===== src/rtl/bcd_pkg.sv =====
// Shared types, constants and the digit-count helper for the binary-to-BCD converter.
package bcd_pkg;

  // Two-state converter control: waiting for a request, or shifting.
  typedef enum logic {
    IDLE = 1'b0,
    CONV = 1'b1
  } state_t;

  // A BCD digit of 5 or more overflows past 9 when doubled; adding 3 first
  // makes the carry land in the next digit.
  localparam logic [3:0] ADD3_THRESHOLD = 4'd5;
  localparam int         BCD_DIGIT_W    = 4;

  // Number of decimal digits needed to show the largest width-bit value.
  function automatic int digits_needed(input int width);
    logic [127:0] maxv;
    int           n;
    maxv = (128'd1 << width) - 128'd1;
    n    = 1;
    for (int i = 0; i < 40; i++) begin
      if (maxv >= 128'd10) begin
        maxv = maxv / 128'd10;
        n++;
      end
    end
    return n;
  endfunction

endpackage


===== src/rtl/bcd_add3.sv =====
// One double-dabble correction cell: a 4-bit digit of 5 or more gets 3 added.
module bcd_add3
  import bcd_pkg::*;
(
  input  logic [BCD_DIGIT_W-1:0] digit,
  output logic [BCD_DIGIT_W-1:0] adjusted
);

  // The result stays 4 bits wide; the largest valid input (9) becomes 12.
  assign adjusted = (digit >= ADD3_THRESHOLD) ? digit + 4'd3 : digit;

endmodule


===== src/rtl/bin2bcd_seq.sv =====
// Sequential binary-to-BCD converter (shift-and-add-3), one bit per cycle,
// with a start/busy/done handshake and a leading-zero blanking mask.
//
// Handshake: start is sampled only while idle; the accepting edge captures bin.
// busy is high from the cycle after acceptance until the result is posted;
// done is a one-cycle pulse in the cycle bcd/blank carry the new result, and
// the converter is idle again in that same cycle, so start held high then is
// accepted immediately. start during a conversion is dropped, not queued.
module bin2bcd_seq
  import bcd_pkg::*;
#(
  parameter int WIDTH  = 16,
  parameter int DIGITS = 5
) (
  input  logic                          clk,
  input  logic                          rst_n,
  input  logic                          start,
  input  logic [WIDTH-1:0]              bin,
  output logic                          busy,
  output logic                          done,
  output logic [BCD_DIGIT_W*DIGITS-1:0] bcd,
  output logic [DIGITS-1:0]             blank
);

  localparam int BCD_W = BCD_DIGIT_W * DIGITS;
  localparam int CNT_W = $clog2(WIDTH + 1);

  // Too few digits would silently lose the top of the result.
  if (DIGITS < digits_needed(WIDTH)) begin : g_bad_digits
    $error("bin2bcd_seq: DIGITS too small for WIDTH");
  end

  state_t                 state;
  state_t                 state_next;
  logic                   load;
  logic                   step;
  logic                   finish;
  logic [WIDTH-1:0]       bin_q;
  logic [BCD_W-1:0]       work_q;
  logic [CNT_W-1:0]       cnt_q;
  logic [BCD_W-1:0]       work_adj;
  logic [BCD_W+WIDTH-1:0] shifted;
  logic [BCD_W-1:0]       work_next;
  logic [WIDTH-1:0]       bin_next;
  logic [DIGITS-1:0]      blank_next;
  logic                   upper_zero;

  for (genvar g = 0; g < DIGITS; g++) begin : g_add3
    bcd_add3 u_add3 (
      .digit    (work_q[g*BCD_DIGIT_W +: BCD_DIGIT_W]),
      .adjusted (work_adj[g*BCD_DIGIT_W +: BCD_DIGIT_W])
    );
  end

  // Corrected digits and the binary operand shift left together as one word.
  assign shifted   = {work_adj, bin_q} << 1;
  assign work_next = shifted[BCD_W+WIDTH-1:WIDTH];
  assign bin_next  = shifted[WIDTH-1:0];

  // Blank digit i when it and every digit above it are zero; digit 0 always shows.
  always_comb begin
    blank_next = '0;
    upper_zero = 1'b1;
    for (int i = DIGITS - 1; i >= 1; i--) begin
      upper_zero    = upper_zero && (work_next[i*BCD_DIGIT_W +: BCD_DIGIT_W] == 4'd0);
      blank_next[i] = upper_zero;
    end
  end

  // State register.
  always_ff @(posedge clk or negedge rst_n) begin
    if (!rst_n) state <= IDLE;
    else        state <= state_next;
  end

  // Next state and control strobes; the last shift is the one taken with count 1.
  always_comb begin
    state_next = state;
    load       = 1'b0;
    step       = 1'b0;
    finish     = 1'b0;
    case (state)
      IDLE: begin
        if (start) begin
          load       = 1'b1;
          state_next = CONV;
        end
      end
      CONV: begin
        step = 1'b1;
        if (cnt_q == CNT_W'(1)) begin
          finish     = 1'b1;
          state_next = IDLE;
        end
      end
      default: state_next = IDLE;
    endcase
  end

  // Working registers: load on accept, one shift-and-correct per CONV cycle.
  always_ff @(posedge clk or negedge rst_n) begin
    if (!rst_n) begin
      bin_q  <= '0;
      work_q <= '0;
      cnt_q  <= '0;
    end else if (load) begin
      bin_q  <= bin;
      work_q <= '0;
      cnt_q  <= CNT_W'(WIDTH);
    end else if (step) begin
      bin_q  <= bin_next;
      work_q <= work_next;
      cnt_q  <= cnt_q - CNT_W'(1);
    end
  end

  // Registered outputs; bcd/blank move only when the finished value is posted.
  always_ff @(posedge clk or negedge rst_n) begin
    if (!rst_n) begin
      busy  <= 1'b0;
      done  <= 1'b0;
      bcd   <= '0;
      blank <= {{(DIGITS-1){1'b1}}, 1'b0};
    end else begin
      done <= finish;
      if (load)        busy <= 1'b1;
      else if (finish) busy <= 1'b0;
      if (finish) begin
        bcd   <= work_next;
        blank <= blank_next;
      end
    end
  end

endmodule


===== config.mk =====
export PLATFORM = sky130hd
export DESIGN_NAME = bin2bcd_seq
export DESIGN_NICKNAME = d
export VERILOG_FILES = /design/src/rtl/bcd_pkg.sv /design/src/rtl/bcd_add3.sv /design/src/rtl/bin2bcd_seq.sv
export SDC_FILE = /design/constraint.sdc
export NUM_CORES = 1
export LEC_CHECK = 0
export BUFFER_PORTS_ARGS = -buffer_cell sky130_fd_sc_hd__buf_2
export CAP_MARGIN = 20
export CORE_ASPECT_RATIO = 0.7
export CORE_MARGIN = 1.5
export CORE_UTILIZATION = 50
export CTS_CLUSTER_SIZE = 28
export DETAILED_ROUTE_END_ITERATION = 10
export PLACE_DENSITY = 0.68
export RECOVER_POWER = 50
export SETUP_SLACK_MARGIN = 0.5
export SLEW_MARGIN = 25
export SYNTH_ARGS = -nofsm -noshare
export SYNTH_HDL_FRONTEND = slang
export SYNTH_HIERARCHICAL = 1
export SYNTH_SLANG_ARGS = --single-unit

===== constraint.sdc =====
create_clock -name clk -period 2.11 [get_ports clk]
set_input_delay 0.1055 -clock clk [delete_from_list [all_inputs] [get_ports clk]]
set_output_delay 0.1055 -clock clk [all_outputs]
set_load 0.02 [all_outputs]

After elaboration in Yosys (flattened, before gate mapping)
Index checks and enable logic that the tools add are counted.
- register bits after elaboration: 68
- input port bits: 19
- output and inout port bits: 27
- word-level logic and storage cells: 50
- add/sub/neg operators: 6
- magnitude comparators: 5
- equality and inequality tests: 1
- mux-type cells: 20
- bitwise logic cells: 1
- reductions and logical operators: 9
- operators by type and width (operator ; count):
    $mux W20 ; 2
    $mux W16 ; 2
    $ge A4 B3 Y1 const B ; 5
    $add A4 B2 Y4 const B ; 4
    $logic_not A4 Y1 ; 4
    $mux W4 ; 4
    $mux W5 ; 2
    $mux W1 ; 8
    $eq A5 B1 Y1 const B ; 1
    $sub A5 B1 Y5 const B ; 1
    $reduce_bool A2 Y1 ; 2
    $add A3 B2 Y3 const B ; 1
    $logic_and A1 B1 Y1 ; 3
    $mux W3 ; 1
    $pmux W1 S2 ; 1
    $not A1 Y1 ; 1

Depth between registers and ports, before layout
Gate-level depths: netlist of the first run.
- depth in word-level cells: 6
- gate-level depth with buffers: 8
- mapped depth without buffers: 8

By module
The synthesis of the first run kept the hierarchy.
- by module, submodules not included (module ; times used ; cells an instance ; area an instance (µm²) ; seq. area each (µm²)):
    bin2bcd_seq ; 1 ; 209 ; 2798.9 ; 1706.6
    bcd_add3 ; 5 ; 16 ; 101.3 ; 0.0

Worst setup path before layout of the first run
No wires, ideal clock.
- path kind: reg-to-reg
- start point: register work_q[16]
- end point: register blank[2]
- library setup time: 0.059 ns
- arrival time: 1.803 ns
- path slack: 0.247 ns
- cell stages (with the launch flop): 8
- buffers on the path: 0
- clock period less this slack: 1.863 ns
- path through: dfrtp_1 > ha_1 > nand2b_1 > a21oi_2 > mux2i_1 > nor4_1 > and3_1 > mux2_2
- longest elaborated chain between the ends: 5
- ends and longest elaborated chain (what ; RTL line ; text):
    start: declaration ; bin2bcd_seq.sv:39 ; logic [BCD_W-1:0] work_q;
    start signal: assignment ; bin2bcd_seq.sv:112 ; work_q <= work_next;
    $ge A4 B3 Y1 / $add A3 B2 Y3 (equally long branches) ; bcd_add3.sv:10 ; assign adjusted = (digit >= ADD3_THRESHOLD) ? digit + 4'd3 : digit;
    $mux W3 * ; bcd_add3.sv:10 ;
    net shifted[34] ; bin2bcd_seq.sv:42 ; logic [BCD_W+WIDTH-1:0] shifted;
    $logic_not A4 Y1 * ; bin2bcd_seq.sv:65 ; upper_zero = upper_zero && (work_next[i*BCD_DIGIT_W +: BCD_DIGIT_W] == 4'd0);
    $logic_and A1 B1 Y1 * (2 in a row) ; bin2bcd_seq.sv:65 ;
    end signal: assignment ; bin2bcd_seq.sv:123 ; blank <= {{(DIGITS-1){1'b1}}, 1'b0};
    end signal: assignment ; bin2bcd_seq.sv:130 ; blank <= blank_next;
    end: declaration ; bin2bcd_seq.sv:22 ; output logic [DIGITS-1:0] blank
The timed path passes the listed nets; every way through them passes the cells marked *.
A chain may end at the register's enable or synchronous reset.

Worst setup path in the final report of the first run
Same ends and word-level chain as after synthesis.

==> results of run 1 <==
-- power by group --
group | internal (mW) | switching (mW) | total [mW] | leakage (nW)
Clock | 0.420 | 0.474 | 0.894 | 0.0791
Sequential | 1.88 | 0.464 | 2.34 | 0.855
Combinational | 1.84 | 1.85 | 3.69 | 1.03
Total | 4.14 | 2.78 | 6.92 | 1.97
-- area by class of cell --
type / instances / share of cell area
inverters: 16 / 0.0148
repair buffers: 68 / 0.108
multi-input cells: 188 / 0.403
flip-flops and latches: 68 / 0.412
clock buffers: 11 / 0.0316
well taps: 78 / 0.0235
clock inverters: 5 / 0.00723
-- registers in the layout, indices dropped and copies added, names as in the netlist --
| signal | flops |
|---|---|
| bcd | 20 |
| work_q | 20 |
| bin_q | 16 |
| cnt_q | 5 |
| blank | 4 |
| busy | 1 |
| done | 1 |
| state | 1 |
-- metrics by stage --
stage	instances	total power [mW]	worst slack (ns)	hold slack, ns	instance area (µm²)
after floorplan	285	4.63	0.403	-0.190	3390
after global placement	400	5.26	0.223	0.157	3690
after detailed placement	400	5.34	0.176	0.152	3690
after CTS	428	6.68	0.238	0.0177	4050
after global routing	434	7.41	0.124	0.0204	4150
final	434	6.92	0.241	0.0299	4150
-- path summary, 6_finish.rpt --
path | end | cells after the start
max in group asynchronous | blank[4] | 3
min in group asynchronous | work_q[3] | 2
max reg2reg | blank[2] | 7
min reg2reg | blank[3] | 2
max | blank[2] | 7
min | bin_q[0] | 3
-- critical path: stages, from the launching register on --
cell      delay, ns
dfrtp_2        0.44
ha_4           0.16
nand2b_4       0.14
a21oi_4        0.20
mux2i_4        0.11
nor4_4         0.41
and3_1         0.22
mux2_4         0.14
-- metal layers --
layer,vias up,global-route usage,routed length [µm]
met4,0,0.0516,51
li1,1118,-,-
met5,-,0,0
met2,51,0.294,3120
met1,1126,0.292,3310
met3,8,0.0632,351
-- what timing repair did --
| action | in CTS | in global routing |
|---|---|---|
| hold endpoints to repair | 25 | 0 |
| setup endpoints to repair | 24 | 27 |
| cloned | 1 | 1 |
| buffers inserted | 10 | 5 |
| hold buffers | 1 | 0 |
| pin swaps | 7 | 9 |
| gates resized for setup | 18 | 13 |
==> results.ini, run 1 <==
[cts]
cts_buffer_depth=2
clock-sinks=68
numCtsBuffers=9
htree_num_levels=3
cts_root_buf=clkbuf_8
cts_tree=built
clk_latency_ns=0.34
cts.clk_slew.worst_paths_ns=0.07

[drt]
ant_nets=0
wirelength_mm=6.84
num_vias=2303
avgRoutedWirePerCell_um=15.8
route.detailed.drc=0
drt-pass1-iter-count=4
drt_iter0_markers=136
vias_per_cell=5.31

[yosys]
netlist_area_um2=3290
synth_nets=316
yosys_warnings=6
synth.avg_cell_area_um2=11.5
syn_inst=285

[min_path]
hold_start=bin[0]
hold_class=in -> reg

[layout]
final_cell_mix=dfrtp_1 (62), nand2_1 (39), clkbuf_1 (25)
area_growth_pct=26.4
nets=382
drive_above_1_share=0.337
fin_util=0.661
fillCellCount=471
n_antenna_cell=0
seqCellArea_um2=1710
multi_input_area_um2=1670
layout_commonest_cell=dfrtp_1

[pwr]
max-vdd-ir-drop_mv=0.730
power_density_nw_per_um2=1670
leakagePower_nw=1.97

[floorplan]
start_util=0.524
dieWidth_um=99.9
die_h_um=70.8
core_area_um2=6280
ios=46
die-area_um2=7070
rows=24

[placed_design]
dp_hpwl_mm=4.21
gp_congestion=0.777
io_buffers=44

[setup_path]
end_kind=flop
startpoint=work_q[16]
crit_fanout=4
crit_type=reg -> reg
timing.critical_path.from_type=flop
arrival_ns=2.16
crit_required_ns=2.40
r2r_start=work_q[16]
reg2reg_slack_ns=0.24

[grt]
antenna_found_initial=0
grt_pass1_vias=2197
grt_max_degree=56
grt.total_usage=0.201
grt_overflow_total=0
grt_pass1_wl_mm=11.0

[timing]
tns_ns=0
finalHoldViolations=0
tightestPinTransition_ns=1.46
setup_viol=0
timing.fmax_mhz=535
min_period_over_period=0.886
final-max-slew-violation-count=0
slew_headroom=0.0243
final.min_clock_period_ns=1.87
rsz0062_at_grt=true
finalClockSkew_ns=0.00854

[run_status]
outcome=complete, no violations

[run]
maxCapViolCount=0

Note: power is estimated with default switching activity, not from simulation.
==> run 2, diff against run 1 <==
--- a/config.mk
+++ b/config.mk
@@ -9,10 +9,10 @@
 export CAP_MARGIN = 20
 export CORE_ASPECT_RATIO = 0.7
 export CORE_MARGIN = 1.5
-export CORE_UTILIZATION = 50
+export CORE_UTILIZATION = 57
 export CTS_CLUSTER_SIZE = 28
 export DETAILED_ROUTE_END_ITERATION = 10
-export PLACE_DENSITY = 0.68
+export PLACE_DENSITY = 0.76
 export RECOVER_POWER = 50
 export SETUP_SLACK_MARGIN = 0.5
 export SLEW_MARGIN = 25
==> run 2 against run 1 <==
Combinational power up 9.2%. Fmax down 4.5%. Clock skew up 0.0049 ns.
==> results.ini, run 2 (synthesis results as in run 1) <==
[timing]
setup_viol=0  ; unchanged
rsz0062_at_grt=true  ; unchanged
final.min_clock_period_ns=1.96  ; was 1.87 ns
finalClockSkew_ns=0.0134  ; was 0.00854 ns
finalHoldViolations=0  ; unchanged
min_period_over_period=0.928  ; was 0.886
final-max-slew-violation-count=0  ; unchanged
tightestPinTransition_ns=0.523  ; was 1.46 ns
tns_ns=0  ; unchanged
slew_headroom=0.651  ; was 0.0243
timing.fmax_mhz=511  ; was 535 MHz

[setup_path]
crit_fanout=3  ; was 4
r2r_start=work_q[4]  ; was work_q[16]
crit_chain=buf_4 > o21ai_0 > o21ai_1 > nor4_1 > nand4_1 > mux2i_1  ; was ha_4 > nand2b_4 > a21oi_4 > mux2i_4 > nor4_4 > and3_1 > mux2_4
crit_family=compound AO/OA/AOI/OAI gates  ; was simple AND/OR/NAND/NOR gates
startpoint=work_q[4]  ; was work_q[16]
arrival_ns=2.23  ; was 2.16 ns
crit_required_ns=2.38  ; was 2.40 ns
path_buf_inv=1  ; was 0
end_kind=flop  ; unchanged
reg2reg_slack_ns=0.15  ; was 0.24 ns
critical-path-max-stage-delay_ns=0.40  ; was 0.44 ns
timing.critical_path.from_type=flop  ; unchanged
crit_type=reg -> reg  ; unchanged
slowest_stage=dfrtp_1  ; was dfrtp_2

[floorplan]
dieWidth_um=93.7  ; was 99.9 µm
rows=22  ; was 24
die_h_um=66.5  ; was 70.8 µm
die-area_um2=6240  ; was 7070 µm²
start_util=0.609  ; was 0.524
core_area_um2=5400  ; was 6280 µm²
ios=46  ; unchanged

[placed_design]
dp.cells=393  ; was 400
dp_hpwl_mm=4.23  ; was 4.21 mm
gp_congestion=0.770  ; was 0.777
io_buffers=44  ; unchanged

[cts]
clk_latency_ns=0.35  ; was 0.34 ns
cts.clk_slew.worst_paths_ns=0.07  ; about the same
numCtsBuffers=9  ; unchanged
htree_num_levels=3  ; unchanged
cts_buffer_depth=2  ; unchanged
cts_root_buf=clkbuf_8  ; unchanged
clock-sinks=68  ; unchanged
cts_tree=built  ; unchanged

[layout]
n_antenna_cell=0  ; unchanged
instances_no_fill=432  ; was 434
drive_above_1_share=0.392  ; was 0.337
area_growth_pct=30.4  ; was 26.4%
nets=386  ; was 382
final_cell_mix=dfrtp_1 (62), nand2_1 (39), buf_2 (31)  ; was dfrtp_1 (62), nand2_1 (39), clkbuf_1 (25)
layout_commonest_cell=dfrtp_1  ; unchanged
reg.largest.list=bcd x20, work_q x20, bin_q x16  ; unchanged

[grt]
grt_overflow_total=0  ; unchanged
antenna_found_initial=0  ; unchanged
grt_pass1_vias=2395  ; was 2,197
grt_pass1_wl_mm=12.1  ; was 11.0 mm
grt_max_degree=69  ; was 56
grt.total_usage=0.264  ; was 0.201

[pwr]
leakagePower_nw=2.06  ; was 1.97 nW
p_sw_mw=2.97  ; was 2.78 mW
p_clk_frac=0.163  ; was 0.129
comb_power_share=0.527  ; was 0.533
p_sw_frac=0.388  ; was 0.402
max-vdd-ir-drop_mv=0.915  ; was 0.730 mV
power_density_nw_per_um2=1780  ; was 1670 nW/µm²
seqPwrFrac=0.310  ; was 0.338
intPower_mw=4.68  ; was 4.14 mW

[drt]
route.detailed.drc=0  ; unchanged
vias_per_cell=5.69  ; was 5.31
drt_iter0_markers=151  ; was 136
drt-pass1-iter-count=5  ; was 4
num_vias=2456  ; was 2,303
wirelength_mm=7.64  ; was 6.84 mm
avgRoutedWirePerCell_um=17.7  ; was 15.8 µm
ant_nets=0  ; unchanged

[run_status]
outcome=complete, no violations  ; unchanged

[min_path]
hold_start=bin[0]  ; unchanged
hold_class=in -> reg  ; unchanged

[run]
maxCapViolCount=0  ; unchanged

[run 2: changes by cell type in the layout (fill, tap and decap cells not counted), sizes merged]
cell	previous run	this run
buf	43	58
bufinv	0	2
clkbuf	35	25
clkinv	4	3
clkinvlp	2	0
[run 2: timing repair]
item	CTS	global route
cloned	2	0
pin swaps	6	6
buffers inserted	13	7
hold buffers	1	0
setup endpoints to repair	25	30
gates resized for setup	22	15
hold endpoints to repair	64	0
[run 2: power by group through the flow]
stage / registers (mW) / logic [mW] / clock network [mW]
floorplan: 2.51 / 2.13 / 0
global placement: 2.32 / 2.95 / 0
detailed placement: 2.33 / 3.07 / 0
CTS: 2.31 / 3.62 / 1.27
global route: 2.44 / 4.36 / 1.33
finish: 2.37 / 4.03 / 1.25
[run 2: cell type report]
type	instances	area [µm²]
flip-flops and latches	68	1710
multi-input cells	188	1700
fillers	329	1110
repair buffers	72	493
clock buffers	12	165
well taps	72	90.1
clock inverters	4	70.1
inverters	16	61.3
[run 2: metal layers]
layer | GRT usage | vias up | part of all wire
li1 | - | 1126 | -
met1 | 0.343 | 1224 | 0.43
met2 | 0.428 | 90 | 0.49
met3 | 0.0765 | 16 | 0.064
met4 | 0.0896 | 0 | 0.015
met5 | 0 | - | 0
[run 2: worst reg2reg max path, delay by kind of cell (launching register included)]
kind	cells	cell delay, ns
multiplexers	1	0.20
AND/OR/NAND/NOR	2	0.53
flip-flops	1	0.40
buffers and inverters	1	0.15
AO/OA/AOI/OAI	2	0.61
[run 2: path summary, 6_finish.rpt]
kind / to / cells past startpoint
worst max-delay path: blank[1] / 6
worst min-delay path: bin_q[0] / 3
worst max register to register: blank[1] / 6
worst min register to register: blank[3] / 2
max in group asynchronous: blank[4] / 3
min in group asynchronous: bcd[1] / 3
[run 2: through the flow]
step	setup WS [ns]	total power, mW	instance area (µm²)	hold WS, ns	util
after detailed placement	0.198	5.40	3680	0.158	0.682
after CTS	0.313	7.20	4180	0.0151	0.774
final	0.152	7.64	4280	0.0220	0.794
after floorplan	0.403	4.63	3390	-0.190	-
after global routing	0.0384	8.12	4280	0.0400	0.794
after global placement	0.249	5.27	3680	0.157	0.682
